===== src/rtl/eth_arb_mux.sv =====
// Round-robin, frame-granular arbiter merging S_COUNT split-header Ethernet sources
// onto one header register plus a one-deep payload output register.
module eth_arb_mux #(
    parameter int S_COUNT    = 2,
    parameter int DATA_WIDTH = 8,
    parameter int KEEP_WIDTH = DATA_WIDTH / 8,
    parameter int SEL_WIDTH  = (S_COUNT > 1) ? $clog2(S_COUNT) : 1
) (
    input  logic                           clk,
    input  logic                           rst_n,

    input  logic [S_COUNT-1:0]             s_eth_hdr_valid,
    output logic [S_COUNT-1:0]             s_eth_hdr_ready,
    input  logic [S_COUNT*48-1:0]          s_eth_dest_mac,
    input  logic [S_COUNT*48-1:0]          s_eth_src_mac,
    input  logic [S_COUNT*16-1:0]          s_eth_type,
    input  logic [S_COUNT*DATA_WIDTH-1:0]  s_eth_payload_axis_tdata,
    input  logic [S_COUNT*KEEP_WIDTH-1:0]  s_eth_payload_axis_tkeep,
    input  logic [S_COUNT-1:0]             s_eth_payload_axis_tvalid,
    output logic [S_COUNT-1:0]             s_eth_payload_axis_tready,
    input  logic [S_COUNT-1:0]             s_eth_payload_axis_tlast,
    input  logic [S_COUNT-1:0]             s_eth_payload_axis_tuser,

    output logic                           m_eth_hdr_valid,
    input  logic                           m_eth_hdr_ready,
    output logic [47:0]                    m_eth_dest_mac,
    output logic [47:0]                    m_eth_src_mac,
    output logic [15:0]                    m_eth_type,
    output logic [DATA_WIDTH-1:0]          m_eth_payload_axis_tdata,
    output logic [KEEP_WIDTH-1:0]          m_eth_payload_axis_tkeep,
    output logic                           m_eth_payload_axis_tvalid,
    input  logic                           m_eth_payload_axis_tready,
    output logic                           m_eth_payload_axis_tlast,
    output logic                           m_eth_payload_axis_tuser,

    output logic                           busy,
    output logic [SEL_WIDTH-1:0]           grant_index
);

    // Handshakes: a transfer happens on a rising clk edge where valid and ready are both high;
    // valid never waits on ready, and data is held stable while valid is high and ready is low.

    typedef enum logic [0:0] {
        IDLE    = 1'b0,
        PAYLOAD = 1'b1
    } state_t;

    state_t                 state;
    logic [SEL_WIDTH-1:0]   last_grant;
    logic [SEL_WIDTH-1:0]   winner;
    logic [SEL_WIDTH-1:0]   scan_idx;
    logic                   winner_found;
    logic                   hdr_slot_free;
    logic                   hdr_take;

    logic                   in_valid;
    logic                   in_ready;
    logic                   in_hs;
    logic [DATA_WIDTH-1:0]  in_data;
    logic [KEEP_WIDTH-1:0]  in_keep;
    logic                   in_last;
    logic                   in_user;

    assign hdr_slot_free = !m_eth_hdr_valid || m_eth_hdr_ready;

    // Scan upward from the source after the last grant, wrapping, so priority rotates.
    always_comb begin
        winner       = '0;
        winner_found = 1'b0;
        scan_idx     = '0;
        for (int k = 1; k <= S_COUNT; k++) begin
            scan_idx = SEL_WIDTH'((int'(last_grant) + k) % S_COUNT);
            if (!winner_found && s_eth_hdr_valid[scan_idx]) begin
                winner       = scan_idx;
                winner_found = 1'b1;
            end
        end
    end

    assign hdr_take = rst_n && (state == IDLE) && winner_found && hdr_slot_free;

    always_comb begin
        s_eth_hdr_ready = '0;
        if (hdr_take) begin
            s_eth_hdr_ready[winner] = 1'b1;
        end
    end

    assign in_valid = s_eth_payload_axis_tvalid[grant_index];
    assign in_data  = s_eth_payload_axis_tdata[int'(grant_index)*DATA_WIDTH +: DATA_WIDTH];
    assign in_keep  = s_eth_payload_axis_tkeep[int'(grant_index)*KEEP_WIDTH +: KEEP_WIDTH];
    assign in_last  = s_eth_payload_axis_tlast[grant_index];
    assign in_user  = s_eth_payload_axis_tuser[grant_index];

    // The output register accepts a beat whenever it is empty or being drained this cycle.
    assign in_ready = rst_n && (state == PAYLOAD) &&
                      (!m_eth_payload_axis_tvalid || m_eth_payload_axis_tready);
    assign in_hs    = in_valid && in_ready;

    always_comb begin
        s_eth_payload_axis_tready = '0;
        s_eth_payload_axis_tready[grant_index] = in_ready;
    end

    always_ff @(posedge clk or negedge rst_n) begin
        if (!rst_n) begin
            state                     <= IDLE;
            last_grant                <= SEL_WIDTH'(S_COUNT - 1);
            grant_index               <= '0;
            busy                      <= 1'b0;
            m_eth_hdr_valid           <= 1'b0;
            m_eth_dest_mac            <= '0;
            m_eth_src_mac             <= '0;
            m_eth_type                <= '0;
            m_eth_payload_axis_tdata  <= '0;
            m_eth_payload_axis_tkeep  <= '0;
            m_eth_payload_axis_tvalid <= 1'b0;
            m_eth_payload_axis_tlast  <= 1'b0;
            m_eth_payload_axis_tuser  <= 1'b0;
        end else begin
            // Header register runs independently of payload progress.
            if (hdr_take) begin
                m_eth_hdr_valid <= 1'b1;
                m_eth_dest_mac  <= s_eth_dest_mac[int'(winner)*48 +: 48];
                m_eth_src_mac   <= s_eth_src_mac[int'(winner)*48 +: 48];
                m_eth_type      <= s_eth_type[int'(winner)*16 +: 16];
            end else if (m_eth_hdr_ready) begin
                m_eth_hdr_valid <= 1'b0;
            end

            if (in_hs) begin
                m_eth_payload_axis_tdata  <= in_data;
                m_eth_payload_axis_tkeep  <= in_keep;
                m_eth_payload_axis_tlast  <= in_last;
                m_eth_payload_axis_tuser  <= in_user;
                m_eth_payload_axis_tvalid <= 1'b1;
            end else if (m_eth_payload_axis_tready) begin
                m_eth_payload_axis_tvalid <= 1'b0;
            end

            case (state)
                IDLE: begin
                    if (hdr_take) begin
                        grant_index <= winner;
                        last_grant  <= winner;
                        busy        <= 1'b1;
                        state       <= PAYLOAD;
                    end
                end
                PAYLOAD: begin
                    // The last beat may still sit in the output register; arbitration resumes anyway.
                    if (in_hs && in_last) begin
                        busy  <= 1'b0;
                        state <= IDLE;
                    end
                end
                default: state <= IDLE;
            endcase
        end
    end

endmodule


===== config.mk =====
export PLATFORM = sky130hd
export DESIGN_NAME = eth_arb_mux
export DESIGN_NICKNAME = d
export VERILOG_FILES = /design/src/rtl/eth_arb_mux.sv
export SDC_FILE = /design/constraint.sdc
export NUM_CORES = 1
export LEC_CHECK = 0
export BUFFER_PORTS_ARGS = -buffer_cell sky130_fd_sc_hd__buf_2
export CAP_MARGIN = 20
export CORE_AREA = 2 2 147 149
export DETAILED_ROUTE_END_ITERATION = 8
export DIE_AREA = 0 0 149 151
export GPL_ROUTABILITY_DRIVEN = 0
export HOLD_SLACK_MARGIN = 0.08
export PLACE_DENSITY = 0.58
export SLEW_MARGIN = 20
export SYNTH_ARGS = -nofsm -noshare
export SYNTH_HDL_FRONTEND = slang
export SYNTH_SLANG_ARGS = --single-unit

===== constraint.sdc =====
create_clock -name clk -period 3.3 [get_ports clk]
set_input_delay 0.66 -clock clk [delete_from_list [all_inputs] [get_ports clk]]
set_output_delay 0.66 -clock clk [all_outputs]
set_load 0.01 [all_outputs]

Word level (Yosys, flattened, before mapping)
Index checks and enable logic that the tools add are counted.

Register bits after elaboration: 129. Logic and storage cells: 79.

$add $sub $neg: 2. Reduce and logical (&&, ||, !) cells: 19. Equal/unequal tests: 2. Order comparisons: 6. Bitwise gates (word level): 2. Shift operators: 5. Multiply operators: 1. Multiplexer cells: 29.

Operator list (number): $shiftx A96 B32 Y48 (1); $shiftx A96 B8 Y48 (1); $shiftx A32 B6 Y16 (1); $mux W1 (24); $shiftx A16 B5 Y8 (1); $logic_and A1 B1 Y1 (10); $lt A1 B2 Y1 const B (4); $pmux W1 S2 (2); $reduce_and A2 Y1 (2); $reduce_bool A2 Y1 (2); $logic_not A1 Y1 (3); $mul A1 B2 Y3 const B (1); $add A1 B1 Y1 const B (2); $and A2 B2 Y2 (1); $demux W1 S1 (2); $ge A1 B1 Y1 const B (2); $logic_or A1 B1 Y1 (2); $mux W2 (1); $ne A2 B1 Y1 const B (1); $ne A2 B2 Y1 const B (1); $shiftx A2 B2 Y1 (1); $not A1 Y1 (1).

Longest topological paths before layout
Gate-level depths: netlist of run 1.

Depth after elaboration: 12. Mapped depth: 6. Gate-level depth less buffers: 3.

Least setup slack after synthesis of run 1
OpenSTA, ideal clock, no wires.

Path type: in2out. Start: input m_eth_hdr_ready. End: output s_eth_hdr_ready[0]. Slack: 0.987 ns. Arrival time: 1.653 ns. Cell stages on the path: 6. Required time: 2.640 ns. Cell sequence: nand2b_1 > o2111a_1 > buf_2 > buf_4 > buf_2 > nor2b_1.

Longest elaborated chain between the ends: 3.

Ends and longest elaborated chain: from (decl) (line 25) `input logic m_eth_hdr_ready,`; $logic_or A1 B1 Y1 (line 64) `assign hdr_slot_free = !m_eth_hdr_valid || m_eth_hdr_ready;`; $logic_and A1 B1 Y1 (line 80) `assign hdr_take = rst_n && (state == IDLE) && winner_found && hdr_slot_free;`; $mux W2 (line 84) `if (hdr_take) begin`; to (decl) (line 13) `output logic [S_COUNT-1:0] s_eth_hdr_ready,`.

Every way passes these cells.

Worst setup path in the final report of run 1
Start: input rst_n. End: output s_eth_hdr_ready[0].

Longest elaborated chain between the ends: 4.

Ends and longest elaborated chain: from (decl) (line 10) `input logic rst_n,`; $logic_and A1 B1 Y1 (3 in series) (line 80); $mux W2 (line 84).

Every way passes these cells.

==> results by group, run 1 <==
Route
  – Drt pass-1 iters: 4
  – DRC viols: 0
  – Final ANT Viol Nets: 0
  – Wire per inst: 15.51 um
  – Drt initial violations: 70
  – Routed WL: between 15000 and 20000 um
  – Vias post-DR: between 4000 and 5000
  – Post-DR vias/cell: approximately 4.5

Floorplanning
  – Die W: about 150 um
  – Die H: approximately 150 um
  – I/O pin count: just under 400
  – Initial Util: slightly above 30%
  – Full die area: 22500 sq um
  – Core area: ~21000 sq um
  – FP Rows: between 50 and 60

Clocking
  – Hold bufs inserted after CTS: 1
  – Worst-path clk slew: about 60 ps
  – Root buf cell: clkbuf_16
  – Clock sink count: 129
  – Worst-Skew Late Latency: between 400 and 500 ps
  – Max H-tree Level: 4
  – Max Buffers Root-to-Sink: 2
  – Post-CTS sizing: 0
  – Post-CTS Setup Inserts: 0
  – CTS tree: yes
  – Num CTS Buffers: 17

STA
  – Final Slew Violations: 0
  – Slew @ Worst Pin: between 800 and 900 ps
  – Minimum clock period: about 2700 ps
  – Sum Neg Setup Slack: 0 ps
  – Hold Slack: 498.4 ps
  – Unrepaired setup endpoints after global routing: false
  – Max-slew headroom: 40.62%
  – Max Freq: approximately 370 MHz
  – Final hold vios: 0
  – Fin crit share: 81.58%
  – Clock skew: slightly above 8 ps
  – Count of final setup violators: 0

Layout
  – Final Core Density: 45.01%
  – Fin nets: between 1000 and 1500
  – Area delta synth->final: 45.52%
  – Layout cells sized above 1: 81.46%
  – Final Non-Filler Cells: approximately 1100
  – Filler cells: 1977
  – # diodes: 0

Critical path
  – Reg2Reg Depth: 4
  – Arrival time at the worst endpoint: 2030 ps
  – Crit path max fanout: 14
  – CP startpoint kind: primary input
  – CP startpoint: rst_n
  – Req. time, crit path: 2640 ps
  – Worst reg2reg path startpoint: last_grant$_DFFE_PN1P_
  – FF-to-FF setup slack: roughly 1500 ps
  – CP Capture Point: s_eth_hdr_ready[0]
  – Crit path kind: in2out
  – FF-to-FF End: m_eth_src_mac[41]$_DFFE_PN0P_
  – Worst Setup End Kind: output port

Synth
  – Ranking of synthesized cells by area: dfrtp_1 (50%), mux2_2 (37%), mux2_4 (7.0%)
  – Synth Area in Compound Gates: less than 1%
  – Mean Syn Cell Area: 15.15 sq um
  – Area fraction of the dominant cell type after synthesis: 49.74%
  – Gate Count Post-Synth: between 400 and 500
  – Synth Area in XOR/XNOR: 0%
  – Yosys cell types: 24
  – Synthesized area: between 6000 and 7000 sq um
  – Syn. warnings: 0
  – Main combinational cell family by area after synthesis: multiplexers
  – #FFs+latches synth: about 130
  – Sequential share of the synthesized area: approximately half
  – Post-Synth Adder-Cell Area: 0%
  – Largest area contributor in the netlist: dfrtp_1
  – Synthesized net count: between 600 and 700
  – Simple-Gate Fraction of Synth Area: less than 1%
  – Post-synthesis mux area share: a little under half

GRT
  – GRT overflow: 0
  – Tot GR Track Use: between 10 and 15%
  – Initial antenna violation count: 0
  – Routing usage on met2: a little over a quarter
  – First-pass GRT wire length: 25940 um
  – Met1 GRT Util: approximately 16%
  – Largest net degree at the start of global routing: a little under 70
  – Vias in the first global route: about 5000
  – Met3 global-route usage: under 10%
  – Grt peak-use layer: met2

Pwr
  – Power density over the cells: between 800 and 900 nW/um^2
  – Pleak: between 0.004 and 0.005 uW
  – Worst vdd ir: approximately 0.00041 V

Run
  – Max-cap violations: 0

Place
  – DP Wirelength: 12900 um
  – Placed Cells: 1063
  – IO Port Bufs: ~380

Run status
  – Status: complete, no violations

Worst hold path
  – Min-delay worst type: reg2reg
cells in the final DEF (no fill, tap or decap), drive strengths merged:
cell	netlist	final
nand2b	1	1
nor4	1	1
dfstp	1	1
dlygate4sd3	0	1
nand2	2	2
bufinv	0	7
nor2b	2	2
mux2	246	246
mux2i	2	2
clkinv	0	2
or2	1	1
o21ba	1	1
clkinvlp	0	1
o2111a	1	1
inv	2	4
dfrtp	128	128
o21bai	2	2
a21boi	1	1
nor3b	1	1
clkbuf	1	19
buf	28	392
nor3	2	2
and2	1	1
o211ai	1	1
layer usage:
layer / vias to the layer above / wire (um)
met5: - / 0
li1: 2313 / -
met3: 21 / 1448
met2: 222 / 8748
met1: 2335 / 6451
met4: 0 / 332
registers in the layout (all words and copies together) (netlist names), 8 cells and up:
name	cells
m_eth_type	16
m_eth_dest_mac	48
m_eth_src_mac	48
m_eth_payload_axis_tdata	8
stage by stage:
stage,power [uW],area [sq um],setup WS [ps]
5_1_grt,8620,9371,559.8
6_report,8117,9371,607.7
2_1_floorplan,4615,6440,987.1
3_5_place_dp,5979,8656,1028
4_1_cts,8279,9371,598.5
3_3_place_gp,5931,8656,1045
report_power, final:
group	leakage [uW]	switching, uW	internal [uW]	total [uW]
Combinational	0.00273	1390	1690	3070
Sequential	0.00153	406	2390	2800
Clock	0.000340	705	1540	2240
Total	0.00460	2500	5620	8120
synth_stat cells, drive strengths merged:
cell	n
dfrtp	128
mux2i	2
nand2	2
dfstp	1
a21boi	1
o211ai	1
nor4	1
and2	1
or2	1
nor2b	2
nor3b	1
o21bai	2
buf	28
inv	2
mux2	246
o2111a	1
o21ba	1
nor3	2
clkbuf	1
nand2b	1
final cells by class:
cell class / count / area, sq um / area share, %
sequential: 129 / 3229 / 34.46
multi-input combinational: 265 / 3037 / 32.40
timing repair buffer: 393 / 2048 / 21.86
clock buffer: 19 / 452.9 / 4.833
tap: 275 / 344.1 / 3.672
clock inverter: 12 / 252.7 / 2.697
inverter: 2 / 7.507 / 0.08011
how the worst min path moves through the flow:
stage	cells after the start	from	to	slack (ps)
2_1_floorplan	0	rst_n	busy$_DFFE_PN0P_	360
3_3_place_gp	1	m_eth_dest_mac[38]$_DFFE_PN0P_	m_eth_dest_mac[38]$_DFFE_PN0P_	480
3_5_place_dp	1	rst_n	m_eth_dest_mac[4]$_DFFE_PN0P_	490
4_1_cts	1	m_eth_src_mac[35]$_DFFE_PN0P_	m_eth_src_mac[35]$_DFFE_PN0P_	500
5_1_grt	1	m_eth_dest_mac[21]$_DFFE_PN0P_	m_eth_dest_mac[21]$_DFFE_PN0P_	510
6_report	1	m_eth_dest_mac[11]$_DFFE_PN0P_	m_eth_dest_mac[11]$_DFFE_PN0P_	500
kinds of logic (layout without fill, tap and decap cells):
kind of cell,after synthesis,after routing
AOI/OAI and AO/OA,6,6
muxes,248,248
buffers and inverters,31,426
DFF,129,129
and+or+nand+nor,11,11
worst max-delay path: stages:
cell	delay (ps)
dlygate4sd3_1	550
buf_6	190
o2111a_4	340
nor2b_1	150
buf_2	140
No activity file was read; power rests on OpenSTA's default activity.
==> run 2: changes to the inputs <==
CORE_AREA = 2 2 148 150   (was 2 2 147 149)
DIE_AREA = 0 0 150 152   (was 0 0 149 151)
clock period = 2.5 ns   (was 3.3 ns; I/O delays follow)
==> run 2 against run 1 <==
Compared with the run above:
- final cell count up 0.55%
- sequential share of layout area up 0.49 points
- count of clock-buffer cells in the layout unchanged
- clock skew about the same
- design area down 1.4%
- critical path type unchanged
- largest power group unchanged
- highest routed layer unchanged
==> results by group, run 2 (synthesis results as in run 1) <==
Pwr
  – Pleak: 0.004527 uW (-1.6%)
  – Clk pwr share: 23.6% (-4.0 points)
  – Switching share of total power: 32.81% (+2.0 points)
  – Pint: 6795 uW (+21%)
  – Sequential Power Share: 36.5% (+2.0 points)
  – Power density over the cells: 1094 nW/um^2 (+26%)
  – Logic pwr share: 39.9% (+2.0 points)
  – Worst vdd ir: 0.0004364 V (+7.6%)
  – Psw: 3318 uW (+33%)

Layout
  – Fin nets: 1062 (unchanged)
  – Commonest non-fill, non-tap cells in the layout: buf_2 (383), mux2_2 (210), dfrtp_1 (128), mux2_4 (30), clkbuf_16 (17)
  – Commonest non-fill, non-tap cell in the layout: buf_2
  – Area delta synth->final: 43.50%
  – Largest regs: m_eth_dest_mac: 48 flops, m_eth_src_mac: 48 flops, m_eth_type: 16 flops
  – # diodes: 0 (unchanged)
  – Layout cells sized above 1: 81.36% (-0.099 points)

Clocking
  – Num CTS Buffers: 17 (unchanged)
  – Post-CTS Setup Inserts: 0 (unchanged)
  – Root buf cell: clkbuf_16
  – Worst-Skew Late Latency: 410 ps (about the same)
  – Clock sink count: 129 (unchanged)
  – Worst-path clk slew: 60 ps (about the same)
  – Max Buffers Root-to-Sink: 2 (unchanged)
  – Post-CTS sizing: 0 (unchanged)
  – CTS tree: yes
  – Hold bufs inserted after CTS: 1 (unchanged)
  – Max H-tree Level: 4 (unchanged)

Critical path
  – Cell Chain, Critical Path: dlygate4sd3_1 -> buf_6 -> o2111a_4 -> nor2b_1 -> buf_2
  – CP startpoint kind: primary input
  – Worst Setup End Kind: output port
  – Req. time, crit path: 2000 ps (-640 ps)
  – Crit path kind: in2out
  – CP Buf/Inv Count: 3 (unchanged)
  – Crit-path max cell delay: 540 ps (about the same)
  – Family with the most delay on the worst path: buffers and inverters
  – Crit path max fanout: 9 (-5)
  – Critical path's slowest cell: dlygate4sd3_1
  – Arrival time at the worst endpoint: 1800 ps (-230 ps)

Route
  – Wire per inst: 15.27 um (-1.5%)
  – Vias post-DR: 4828 (-1.3%)
  – Final ANT Viol Nets: 0 (unchanged)
  – Post-DR vias/cell: 4.385 (-1.8%)
  – DRC viols: 0 (unchanged)
  – Routed WL: 16820 um (-0.97%)
  – Drt pass-1 iters: 4 (unchanged)
  – Drt initial violations: 96 (+37%)

Floorplanning
  – Die H: 152 um (+0.66%)
  – Die W: 150 um (+0.67%)
  – Core area: 21350 sq um (+2.5%)
  – FP Rows: 54 (+1.9%)
  – Initial Util: 30.16% (-0.76 points)
  – Full die area: 22800 sq um (+1.3%)
  – I/O pin count: 385 (unchanged)

STA
  – Final Slew Violations: 0 (unchanged)
  – Count of final setup violators: 0 (unchanged)
  – Sum Neg Setup Slack: 0 ps (unchanged)
  – Clock skew: 8.568 ps (+0.3029 ps)
  – Hold Slack: 411.8 ps (-86.58 ps)
  – Max Freq: approximately 440 MHz
  – Fin crit share: just over 90%
  – Final hold vios: 0 (unchanged)
  – Max-slew headroom: 41.92% (+1.3 points)
  – Minimum clock period: about 2300 ps
  – Unrepaired setup endpoints after global routing: false
  – Slew @ Worst Pin: 871.1 ps (-19.60 ps)

Place
  – DP Wirelength: 12670 um (-1.8%)
  – IO Port Bufs: 384 (unchanged)

GRT
  – First-pass GRT wire length: 26340 um (+1.5%)
  – Tot GR Track Use: 14.76% (-0.029 points)
  – GRT overflow: 0 (unchanged)
  – Largest net degree at the start of global routing: 69 (unchanged)
  – Initial antenna violation count: 0 (unchanged)
  – Vias in the first global route: 5052 (-0.94%)

Run status
  – Status: complete, no violations

Worst hold path
  – Min-delay worst type: in2reg

Run
  – Max-cap violations: 0 (unchanged)
[run 2: layer usage]
| metal | routed length (um) | track usage (%) | vias to the layer above | part of all wire [%] |
|---|---|---|---|---|
| met4 | 346 | 5.076 | 0 | 2.1 |
| met1 | 6652 | 16.99 | 2276 | 40 |
| li1 | - | - | 2313 | - |
| met5 | 0 | 0 | - | 0 |
| met3 | 1415 | 4.835 | 17 | 8.4 |
| met2 | 8403 | 25.55 | 222 | 50 |
[run 2: final timing paths]
path / depth (start not counted) / slack, ps / endpoint / from
max reg2reg: 4 / 640 / m_eth_payload_axis_tkeep$_DFFE_PN0P_ / grant_index$_DFFE_PN0P_
min reg2reg: 1 / 500 / m_eth_dest_mac[7]$_DFFE_PN0P_ / m_eth_dest_mac[7]$_DFFE_PN0P_
min: 3 / 410 / m_eth_hdr_valid$_DFFE_PN0P_ / s_eth_hdr_valid[1]
min in group asynchronous: 2 / 460 / m_eth_src_mac[31]$_DFFE_PN0P_ / rst_n
max in group asynchronous: 3 / 990 / m_eth_src_mac[7]$_DFFE_PN0P_ / rst_n
max: 5 / 200 / s_eth_hdr_ready[0] / rst_n
[run 2: power by group through the flow]
stage	clock network [uW]	logic, uW	registers (uW)
after global routing	2600	4360	3860
final	2380	4030	3700
after floorplan	0	1900	4190
after detailed placement	0	4120	3730
after CTS	2470	4130	3720
after global placement	0	4080	3720
[run 2: cell type report]
| type | count | area [sq um] |
|---|---|---|
| well taps | 280 | 350.3 |
| clock buffers | 19 | 442.9 |
| multi-input cells | 265 | 3037 |
| flip-flops and latches | 129 | 3229 |
| inverters | 2 | 7.507 |
| repair buffers | 393 | 2048 |
| clock inverters | 13 | 126.4 |
| fillers | 2050 | 12110 |
[run 2: worst min-delay path, stage by stage]
cell and delay (ps):
buf_2 110, o211ai_1 100, nand2_1 70
[run 2: stage by stage]
stage	setup slack [ps]	total power [uW]	utilization [%]	std cells	cell area, sq um
2_1_floorplan	507.1	6092	-	425	6440
3_3_place_gp	471.7	7796	40.57	1068	8662
3_5_place_dp	456.9	7854	40.57	1068	8662
4_1_cts	187.6	10310	43.28	1101	9241
5_1_grt	110.8	10830	43.28	1101	9241
6_report	201.8	10110	43.28	1101	9241
